$ cat src/rtl/pattern_player.sv
// Plays a latched symbol pattern onto a one-hot LED bank with fixed on/off timing.
// Define PLAYER_REVERSE_EN to honour the reverse-order request; otherwise play is always forward.
module pattern_player #(
  parameter int MAX_LEN    = 32,
  parameter int SYM_W      = 3,
  parameter int ON_CYCLES  = 4,
  parameter int OFF_CYCLES = 2,
  localparam int LED_W = 1 << SYM_W,
  localparam int IDX_W = (MAX_LEN > 1) ? $clog2(MAX_LEN) : 1,
  localparam int TMR_W = $clog2(((ON_CYCLES > OFF_CYCLES) ? ON_CYCLES : OFF_CYCLES) + 1)
) (
  input  logic                     i_clk,
  input  logic                     i_rst_n,
  input  logic                     i_start,
  input  logic                     i_abort,
  input  logic [5:0]               i_len,
  input  logic [MAX_LEN*SYM_W-1:0] i_pattern,
  input  logic                     i_reverse,
  output logic [LED_W-1:0]         o_led,
  output logic                     o_busy,
  output logic                     o_done,
  output logic [IDX_W-1:0]         o_sym_idx
);

  typedef enum logic [1:0] {S_IDLE, S_ON, S_OFF, S_FIN} state_t;

  localparam logic [5:0]       MAX_L6 = 6'(MAX_LEN);
  localparam logic [TMR_W-1:0] ON_LD  = TMR_W'(ON_CYCLES - 1);
  localparam logic [TMR_W-1:0] OFF_LD = TMR_W'(OFF_CYCLES - 1);

  state_t                   r_state;
  logic [MAX_LEN*SYM_W-1:0] r_pat;
  logic [5:0]               r_len;
  logic [TMR_W-1:0]         r_tmr;
  logic [IDX_W-1:0]         r_idx;
  logic [LED_W-1:0]         r_led;
  logic                     r_busy;
  logic                     r_done;

  logic [5:0]               w_eff_len;
  logic [IDX_W-1:0]         w_first_idx;
  logic [IDX_W-1:0]         w_next_idx;
  logic                     w_last;
  logic [LED_W-1:0]         w_first_led;
  logic [LED_W-1:0]         w_next_led;

  function automatic logic [LED_W-1:0] onehot(input logic [SYM_W-1:0] s);
    return LED_W'(1) << s;
  endfunction

  assign w_eff_len = (i_len > MAX_L6) ? MAX_L6 : i_len;

`ifdef PLAYER_REVERSE_EN
  logic r_rev;
  assign w_first_idx = i_reverse ? IDX_W'(w_eff_len - 6'd1) : '0;
  assign w_next_idx  = r_rev ? r_idx - IDX_W'(1) : r_idx + IDX_W'(1);
  assign w_last      = r_rev ? (r_idx == '0) : (6'(r_idx) == r_len - 6'd1);
`else
  logic w_unused_rev;
  assign w_unused_rev = i_reverse;
  assign w_first_idx  = '0;
  assign w_next_idx   = r_idx + IDX_W'(1);
  assign w_last       = (6'(r_idx) == r_len - 6'd1);
`endif

  // First symbol comes straight from the input bus since the snapshot lands on the same edge.
  assign w_first_led = onehot(i_pattern[int'(w_first_idx)*SYM_W +: SYM_W]);
  assign w_next_led  = onehot(r_pat[int'(w_next_idx)*SYM_W +: SYM_W]);

  always_ff @(posedge i_clk or negedge i_rst_n) begin
    if (!i_rst_n) begin
      r_state <= S_IDLE;
      r_pat   <= '0;
      r_len   <= '0;
      r_tmr   <= '0;
      r_idx   <= '0;
      r_led   <= '0;
      r_busy  <= 1'b0;
      r_done  <= 1'b0;
`ifdef PLAYER_REVERSE_EN
      r_rev   <= 1'b0;
`endif
    end else if (i_abort) begin
      r_state <= S_IDLE;
      r_idx   <= '0;
      r_led   <= '0;
      r_busy  <= 1'b0;
      r_done  <= 1'b0;
    end else begin
      case (r_state)
        S_IDLE, S_FIN: begin
          r_state <= S_IDLE;
          r_led   <= '0;
          r_busy  <= 1'b0;
          r_done  <= 1'b0;
          if (i_start) begin
            r_pat <= i_pattern;
            r_len <= w_eff_len;
`ifdef PLAYER_REVERSE_EN
            r_rev <= i_reverse;
`endif
            if (w_eff_len == 6'd0) begin
              r_state <= S_FIN;
              r_done  <= 1'b1;
            end else begin
              r_state <= S_ON;
              r_busy  <= 1'b1;
              r_idx   <= w_first_idx;
              r_led   <= w_first_led;
              r_tmr   <= ON_LD;
            end
          end
        end
        S_ON: begin
          if (r_tmr == '0) begin
            r_state <= S_OFF;
            r_led   <= '0;
            r_tmr   <= OFF_LD;
          end else begin
            r_tmr <= r_tmr - TMR_W'(1);
          end
        end
        S_OFF: begin
          if (r_tmr != '0) begin
            r_tmr <= r_tmr - TMR_W'(1);
          end else if (w_last) begin
            r_state <= S_FIN;
            r_busy  <= 1'b0;
            r_done  <= 1'b1;
          end else begin
            r_state <= S_ON;
            r_idx   <= w_next_idx;
            r_led   <= w_next_led;
            r_tmr   <= ON_LD;
          end
        end
        default: r_state <= S_IDLE;
      endcase
    end
  end

  assign o_led     = r_led;
  assign o_busy    = r_busy;
  assign o_done    = r_done;
  assign o_sym_idx = r_idx;

endmodule

$ cat config.mk
export PLATFORM = sky130hd
export DESIGN_NAME = pattern_player
export DESIGN_NICKNAME = d
export VERILOG_FILES = /design/src/rtl/pattern_player.sv
export SDC_FILE = /design/constraint.sdc
export NUM_CORES = 1
export LEC_CHECK = 0
export ABC_AREA = 1
export BUFFER_PORTS_ARGS = -buffer_cell sky130_fd_sc_hd__buf_2
export CAP_MARGIN = 20
export CORE_ASPECT_RATIO = 0.7
export CORE_UTILIZATION = 56
export CTS_CLUSTER_DIAMETER = 100
export DETAILED_ROUTE_END_ITERATION = 10
export HOLD_SLACK_MARGIN = 0.15
export PLACE_DENSITY = 0.81
export SYNTH_ARGS = -nofsm -noshare
export SYNTH_HDL_FRONTEND = slang
export SYNTH_SLANG_ARGS = --single-unit
$ cat constraint.sdc
create_clock -name i_clk -period 2.2 [get_ports i_clk]
set_input_delay 0.44 -clock i_clk [delete_from_list [all_inputs] [get_ports i_clk]]
set_output_delay 0.44 -clock i_clk [all_outputs]
set_load 0.01 [all_outputs]
==> impl_metrics.yaml, run 1 <==
outcome:
  status: "complete, no violations"
floorplan:
  start_util_pct: 57.87
  die_area_mm2: 0.01190
  die_w_um: 130.0
  core_mm2: 0.01109
  ios: 122
  num_rows: 32
  die_h_um: 91.58
synth:
  synth_edf_count: 0
  synth_top_area_share_pct: 47.56
  synthCells: 892
  ys_async_sr_fraction_pct: 100.0
  synth-main-ff-cell: "dfrtp_1"
  synth_fp_nets: 1005
  post-synth-top-area-cell: "dfrtp_1"
  synth_seq_cells: 122
  synth.avg_cell_area_um2: 7.196
  synth_most_common_cell: "nand2_1"
  yosysSeqAreaShare_pct: 47.56
  ys_top_cells_by_area: "dfrtp_1, nand2_1, o21ai_0"
  yosysWarnings: 0
  yosys-top-cells-count: "nand2_1, dfrtp_1, inv_1, o21ai_0, nand3_1"
  synthesis.area_mm2: 0.006419
  synth_cell_type_count: 30
clock_network:
  htree_levels: 4
  insertion_delay_ns: 0.41
  numCtsBuffers: 17
  clk_pin_slew_worst_paths_ns: 0.05
  post_cts.repair.setup_buffers: 0
  cts_tree: "done"
  clock_path_buffers: 2
  clock_sinks: 122
  cts-root-buf: "clkbuf_16"
route:
  drt-total-wl_um: 17490
  detail-route-antenna-nets: 0
  drt-initial-drc-count: 524
  vias_per_cell: 5.249
  dr.pass1.iters: 5
  drc_errors: 0
  wl_per_cell_um: 14.78
  num_vias: 6209
global_route:
  grt_max_degree: 53
  grt_pass1_vias: 5988
  overflow: 0
  grt.total_usage_pct: 31.53
  grt_pass1_wl_um: 28520
  antenna_found_initial: 0
power:
  p_leak_nw: 4.180
  p_per_area_mw_per_mm2: 1286
  p_switching_w: 0.003871
  swShare_pct: 37.84
  p_seq_share_pct: 35.4
  irDropWorstVdd_mv: 0.7460
  clockPowerShare_pct: 26.2
  pwr-share-comb_pct: 38.4
  p_int_w: 0.006359
sta:
  clock.fmax_mhz: 487.0
  fin_crit_sh_pct: 93.34
  finalMaxSlewViolations: 0
  min_period_ns: 2.053
  finalSetupTns_ns: 0
  relSlewSlack_pct: 63.19
  hold_violations: 0
  setup_viol: 0
  worst_pin_slew_ns: 0.5522
  fin_worst_skew_ns: 0.006198
place:
  globalplace.congestion: 0.9152
  placed_area_mm2: 0.007302
  dp_hpwl_um: 11850
  port_buffers: 120
critical_path:
  arrival_ns: 2.41
  worstSetupPathType: "register to register"
  crit_required_ns: 2.55
  cpMostUsedCell: "nand2_1"
  crit_fanout: 27
  crit_slowest_cell: "dfrtp_2"
  cp-start-kind: "register"
  max_stage_delay_ns: 0.42
  crit_path_cell_trace: "buf_8 > inv_4 > buf_4 > o21ai_0 > nand3_1 > nand3_1 > nand2_1 > nand2_1 > nand2_1 > nor2_1 > nand2_1 > nand2_1 > nand2_1 > nand2_1"
  worst_setup_path_end_kind: "register"
finish:
  final_net_count: 1132
  num_antenna_cells: 0
  final_area_mm2: 0.007958
  area_delta_synth_final_pct: 23.98
  drive_gt1_share_pct: 18.83
flow_run:
  maxCapViolations: 0
hold_path:
  min_path_type: "input port to register"
-- final cells by class --
type,instances,area (um2)
clock buffers,24,511.7
clock inverters,6,62.56
fillers,898,3133
inverters,98,372.9
multi-input cells,630,2830
flip-flops and latches,122,3054
well taps,153,191.4
repair buffers,150,934.6
-- stage by stage --
step                total power [W]  instances  util, %  worst slack (ns)  hold slack (ns)
floorplan                  0.006283        892        -            0.1992           0.1444
global placement           0.007213       1151    65.84            0.1809           0.4585
detailed placement         0.007370       1151    65.84            0.1484           0.4607
CTS                         0.01014       1182    71.11            0.1184           0.2153
global route                0.01102       1183    71.75          -0.02431           0.2159
finish                      0.01023       1183    71.75            0.1466           0.2185
-- metal layers --
layer  part of all wire [%]  vias to the layer above  track usage, %
li1                       -                     3022               -
met4                    2.5                        0           11.92
met1                     46                     2902           44.95
met2                     44                      246           47.42
met5                      0                        -               0
met3                    7.3                       39           6.187
-- layout by cell type (no fill, tap or decap), types with 7 or more instances in the layout --
cell,netlist,final
nand3_1,81,80
o21ai_0,89,89
dfrtp_1,122,121
o21ai_1,7,7
clkbuf_16,0,18
nor2_1,64,63
buf_4,5,21
nand2_1,349,349
inv_1,96,95
buf_2,12,119
-- power groups by stage --
stage	Sequential, W	Clock, W	Combinational [W]
final	0.00363	0.00268	0.00392
after global routing	0.00371	0.00281	0.00449
after CTS	0.00361	0.00270	0.00384
after detailed placement	0.00364	0	0.00373
after global placement	0.00359	0	0.00362
after floorplan	0.00359	0	0.00269
-- worst max-delay path, delay by kind of cell, from the launching register on --
kind | cells | cell delay, ns
and+or+nand+nor | 10 | 0.81
buffers and inverters | 3 | 0.47
DFF | 1 | 0.42
AOI/OAI and AO/OA | 1 | 0.27
-- state kept, by name (all words and copies together) (netlist names) --
register / cells
o_busy: 1
o_done: 1
o_led: 8
o_sym_idx: 5
r_len: 6
r_pat: 96
r_state: 2
r_tmr: 3
-- logic make-up (layout without fill, tap and decap cells) --
family	count (synthesis)	in the layout	synth area share [%]
adders and majority gates	6	6	1.170
xor gates and xnor gates	13	13	2.008
AOI/OAI and AO/OA	106	106	8.441
and+or+nand+nor	505	505	31.97
buffers and inverters	140	278	8.850
DFF	122	122	47.56
-- path summary, 6_finish.rpt --
| kind | slack [ns] | cells past startpoint | from | end |
|---|---|---|---|---|
| worst min register to register | 0.47 | 2 | o_led[3]$_DFFE_PN0P_ | o_led[3]$_DFFE_PN0P_ |
| worst max-delay path | 0.15 | 14 | o_sym_idx[0]$_DFFE_PN0P_ | o_led[1]$_DFFE_PN0P_ |
| max in group asynchronous | 0.94 | 3 | i_rst_n | r_pat[93]$_DFFE_PN0P_ |
| worst max register to register | 0.15 | 14 | o_sym_idx[0]$_DFFE_PN0P_ | o_led[1]$_DFFE_PN0P_ |
| worst min-delay path | 0.22 | 3 | i_pattern[65] | r_pat[65]$_DFFE_PN0P_ |
| min in group asynchronous | 0.57 | 2 | i_rst_n | r_pat[7]$_DFFE_PN0P_ |
-- repair_timing --
action | CTS | global route
setup endpoints to repair | 0 | 10
gates resized for setup | 0 | 9
hold endpoints to repair | 38 | 0
hold buffers | 1 | 0
No activity file was read; power rests on OpenSTA's default activity.
==> inputs of run 2 (changes only) <==
--- a/config.mk
+++ b/config.mk
@@ -9,11 +9,12 @@
 export BUFFER_PORTS_ARGS = -buffer_cell sky130_fd_sc_hd__buf_2
 export CAP_MARGIN = 20
 export CORE_ASPECT_RATIO = 0.7
-export CORE_UTILIZATION = 56
+export CORE_MARGIN = 1
+export CORE_UTILIZATION = 48
 export CTS_CLUSTER_DIAMETER = 100
 export DETAILED_ROUTE_END_ITERATION = 10
 export HOLD_SLACK_MARGIN = 0.15
-export PLACE_DENSITY = 0.81
+export PLACE_DENSITY = 0.71
 export SYNTH_ARGS = -nofsm -noshare
 export SYNTH_HDL_FRONTEND = slang
 export SYNTH_SLANG_ARGS = --single-unit
==> constraint.sdc (replaced) <==
create_clock -name i_clk -period 2.2 [get_ports i_clk]
set_input_delay 0.44 -clock i_clk [delete_from_list [all_inputs] [get_ports i_clk]]
set_output_delay 0.44 -clock i_clk [all_outputs]
set_load 0.1 [all_outputs]
==> run 2 against run 1 <==
Clock skew hardly changed. Final cell count is 1.3% higher. Total power is 10% higher. Clock power is 9.3% higher. Sequential cell count stayed put. Combinational power is 20% higher. Register-to-register slack worse by 0.04 ns. Highest routed layer unchanged. Sequential power hardly changed. Die area is 16% higher. Largest cell class unchanged. Setup slack worse by 0.052 ns. Via count is 1.3% lower.
==> impl_metrics.yaml, run 2 (synthesis gave the netlist of run 1 again) <==
outcome:
  status: "complete, no violations"
finish:
  drive_gt1_share_pct: 21.14
  final_area_mm2: 0.008217
  area_delta_synth_final_pct: 28.01
  largest_reg_flops: 96
  final_common_cell: "nand2_1"
  final_cell_mix: "nand2_1, buf_2, dfrtp_1"
  num_antenna_cells: 0
  final_net_count: 1136
  max_flop_register: "r_pat"
  fin_util_pct: 64.60
critical_path:
  arrival_ns: 1.67
  worstSetupPathType: "register to output pin"
  cp-start-kind: "register"
  crit_slowest_cell: "dfrtp_4"
  worst_setup_path_end_kind: "output pin"
  crit_path_cell_trace: "buf_4 > clkbuf_16 > buf_2"
  crit_fanout: 13
  max_stage_delay_ns: 0.47
  crit_required_ns: 1.76
route:
  wl_per_cell_um: 14.71
  drt-initial-drc-count: 504
  detail-route-antenna-nets: 0
  vias_per_cell: 5.117
  drt-total-wl_um: 17620
  dr.pass1.iters: 5
  drc_errors: 0
  num_vias: 6130
place:
  port_buffers: 120
  placed_area_mm2: 0.007312
  dp_hpwl_um: 11620
  globalplace.congestion: 0.8697
  post-place-ws_ns: 0.02893
sta:
  relSlewSlack_pct: 58.18
  fin_worst_skew_ns: 0.006514
  setup_viol: 0
  clock.fmax_mhz: 475.0
  worst_pin_slew_ns: 0.6250
  fin_ws_ns: 0.09468
  hold_ws_ns: 0.2172
  rsz0062_at_grt: "yes"
  hold_violations: 0
  min_period_ns: 2.105
  finalMaxSlewViolations: 0
  fin_crit_sh_pct: 95.70
power:
  p_leak_nw: 4.250
  p_per_area_mw_per_mm2: 1370
  p_switching_w: 0.004631
  p_int_w: 0.006629
  p_seq_share_pct: 32.2
  irDropWorstVdd_mv: 0.6325
  pwr-share-comb_pct: 41.7
  clockPowerShare_pct: 26.1
  swShare_pct: 41.13
clock_network:
  insertion_delay_ns: 0.42
  clock_sinks: 122
  cts_tree: "done"
  numCtsBuffers: 17
  htree_levels: 4
  clk_pin_slew_worst_paths_ns: 0.06
  clock_path_buffers: 2
  cts-root-buf: "clkbuf_16"
global_route:
  overflow: 0
  grt.total_usage_pct: 25.78
  grt_pass1_vias: 5610
  antenna_found_initial: 0
  grt_pass1_wl_um: 27670
  grt_max_degree: 63
floorplan:
  core_mm2: 0.01272
  num_rows: 34
  die_w_um: 140.2
  die_h_um: 98.75
  ios: 122
  die_area_mm2: 0.01385
  start_util_pct: 50.46
flow_run:
  maxCapViolations: 0
hold_path:
  min_path_type: "input port to register"
-- run 2: changes by cell type in the layout (fill, tap and decap cells not counted), sizes merged --
cell	change
nand3	+2
clkinv	+1
clkbuf	-2
inv	+2
clkinvlp	+1
bufinv	+2
-- run 2: path summary, 6_finish.rpt --
kind	from	endpoint	slack (ns)	depth (start not counted)
worst max-delay path	o_sym_idx[0]$_DFFE_PN0P_	o_sym_idx[0]	0.09	3
worst min-delay path	i_pattern[75]	r_pat[75]$_DFFE_PN0P_	0.22	3
worst max register to register	o_sym_idx[0]$_DFFE_PN0P_	o_led[1]$_DFFE_PN0P_	0.11	13
worst min register to register	o_led[1]$_DFFE_PN0P_	o_led[1]$_DFFE_PN0P_	0.48	2
max in group asynchronous	i_rst_n	r_pat[51]$_DFFE_PN0P_	0.99	3
min in group asynchronous	i_rst_n	r_pat[18]$_DFFE_PN0P_	0.51	2
-- run 2: final cells by class --
| type | count | area [um2] |
|---|---|---|
| Fill cell | 1101 | 4503 |
| Sequential cell | 122 | 3063 |
| Multi-Input combinational cell | 632 | 2944 |
| Timing Repair Buffer | 152 | 1001 |
| Clock buffer | 20 | 466.7 |
| Inverter | 98 | 375.4 |
| Tap cell | 162 | 202.7 |
| Clock inverter | 12 | 163.9 |
-- run 2: power by group through the flow --
| stage | Sequential (W) | Clock, W | Combinational, W |
|---|---|---|---|
| 5_1_grt | 0.00372 | 0.00307 | 0.00525 |
| 6_report | 0.00362 | 0.00293 | 0.00470 |
| 3_3_place_gp | 0.00361 | 0 | 0.00427 |
| 3_5_place_dp | 0.00364 | 0 | 0.00434 |
| 4_1_cts | 0.00361 | 0.00296 | 0.00441 |
| 2_1_floorplan | 0.00414 | 0 | 0.00270 |
-- run 2: critical path, delay by kind of cell (launching register included) --
family / cells / cell delay [ns]
flip-flops: 1 / 0.47
buffers and inverters: 3 / 0.77
-- run 2: through the flow --
| stage | instances | setup TNS [ns] | power [W] |
|---|---|---|---|
| 6_report | 1198 | 0 | 0.01126 |
| 5_1_grt | 1198 | -0.05631 | 0.01204 |
| 4_1_cts | 1190 | 0 | 0.01098 |
| 3_5_place_dp | 1157 | 0 | 0.007983 |
| 3_3_place_gp | 1157 | 0 | 0.007875 |
| 2_1_floorplan | 892 | 0 | 0.006837 |
-- run 2: metal layers --
metal	part of all wire, %	track usage [%]	vias up
li1	-	-	3049
met1	49	39.62	2829
met2	42	36.23	233
met3	8.5	5.442	19
met4	0.99	7.608	0
met5	0	0	-
-- run 2: what timing repair did --
action / CTS / global route
resized for setup: 0 / 30
buffers inserted: 0 / 3
hold buffers: 1 / 0
setup endpoints to repair: 0 / 16
endpoints found under the hold margin: 30 / 0
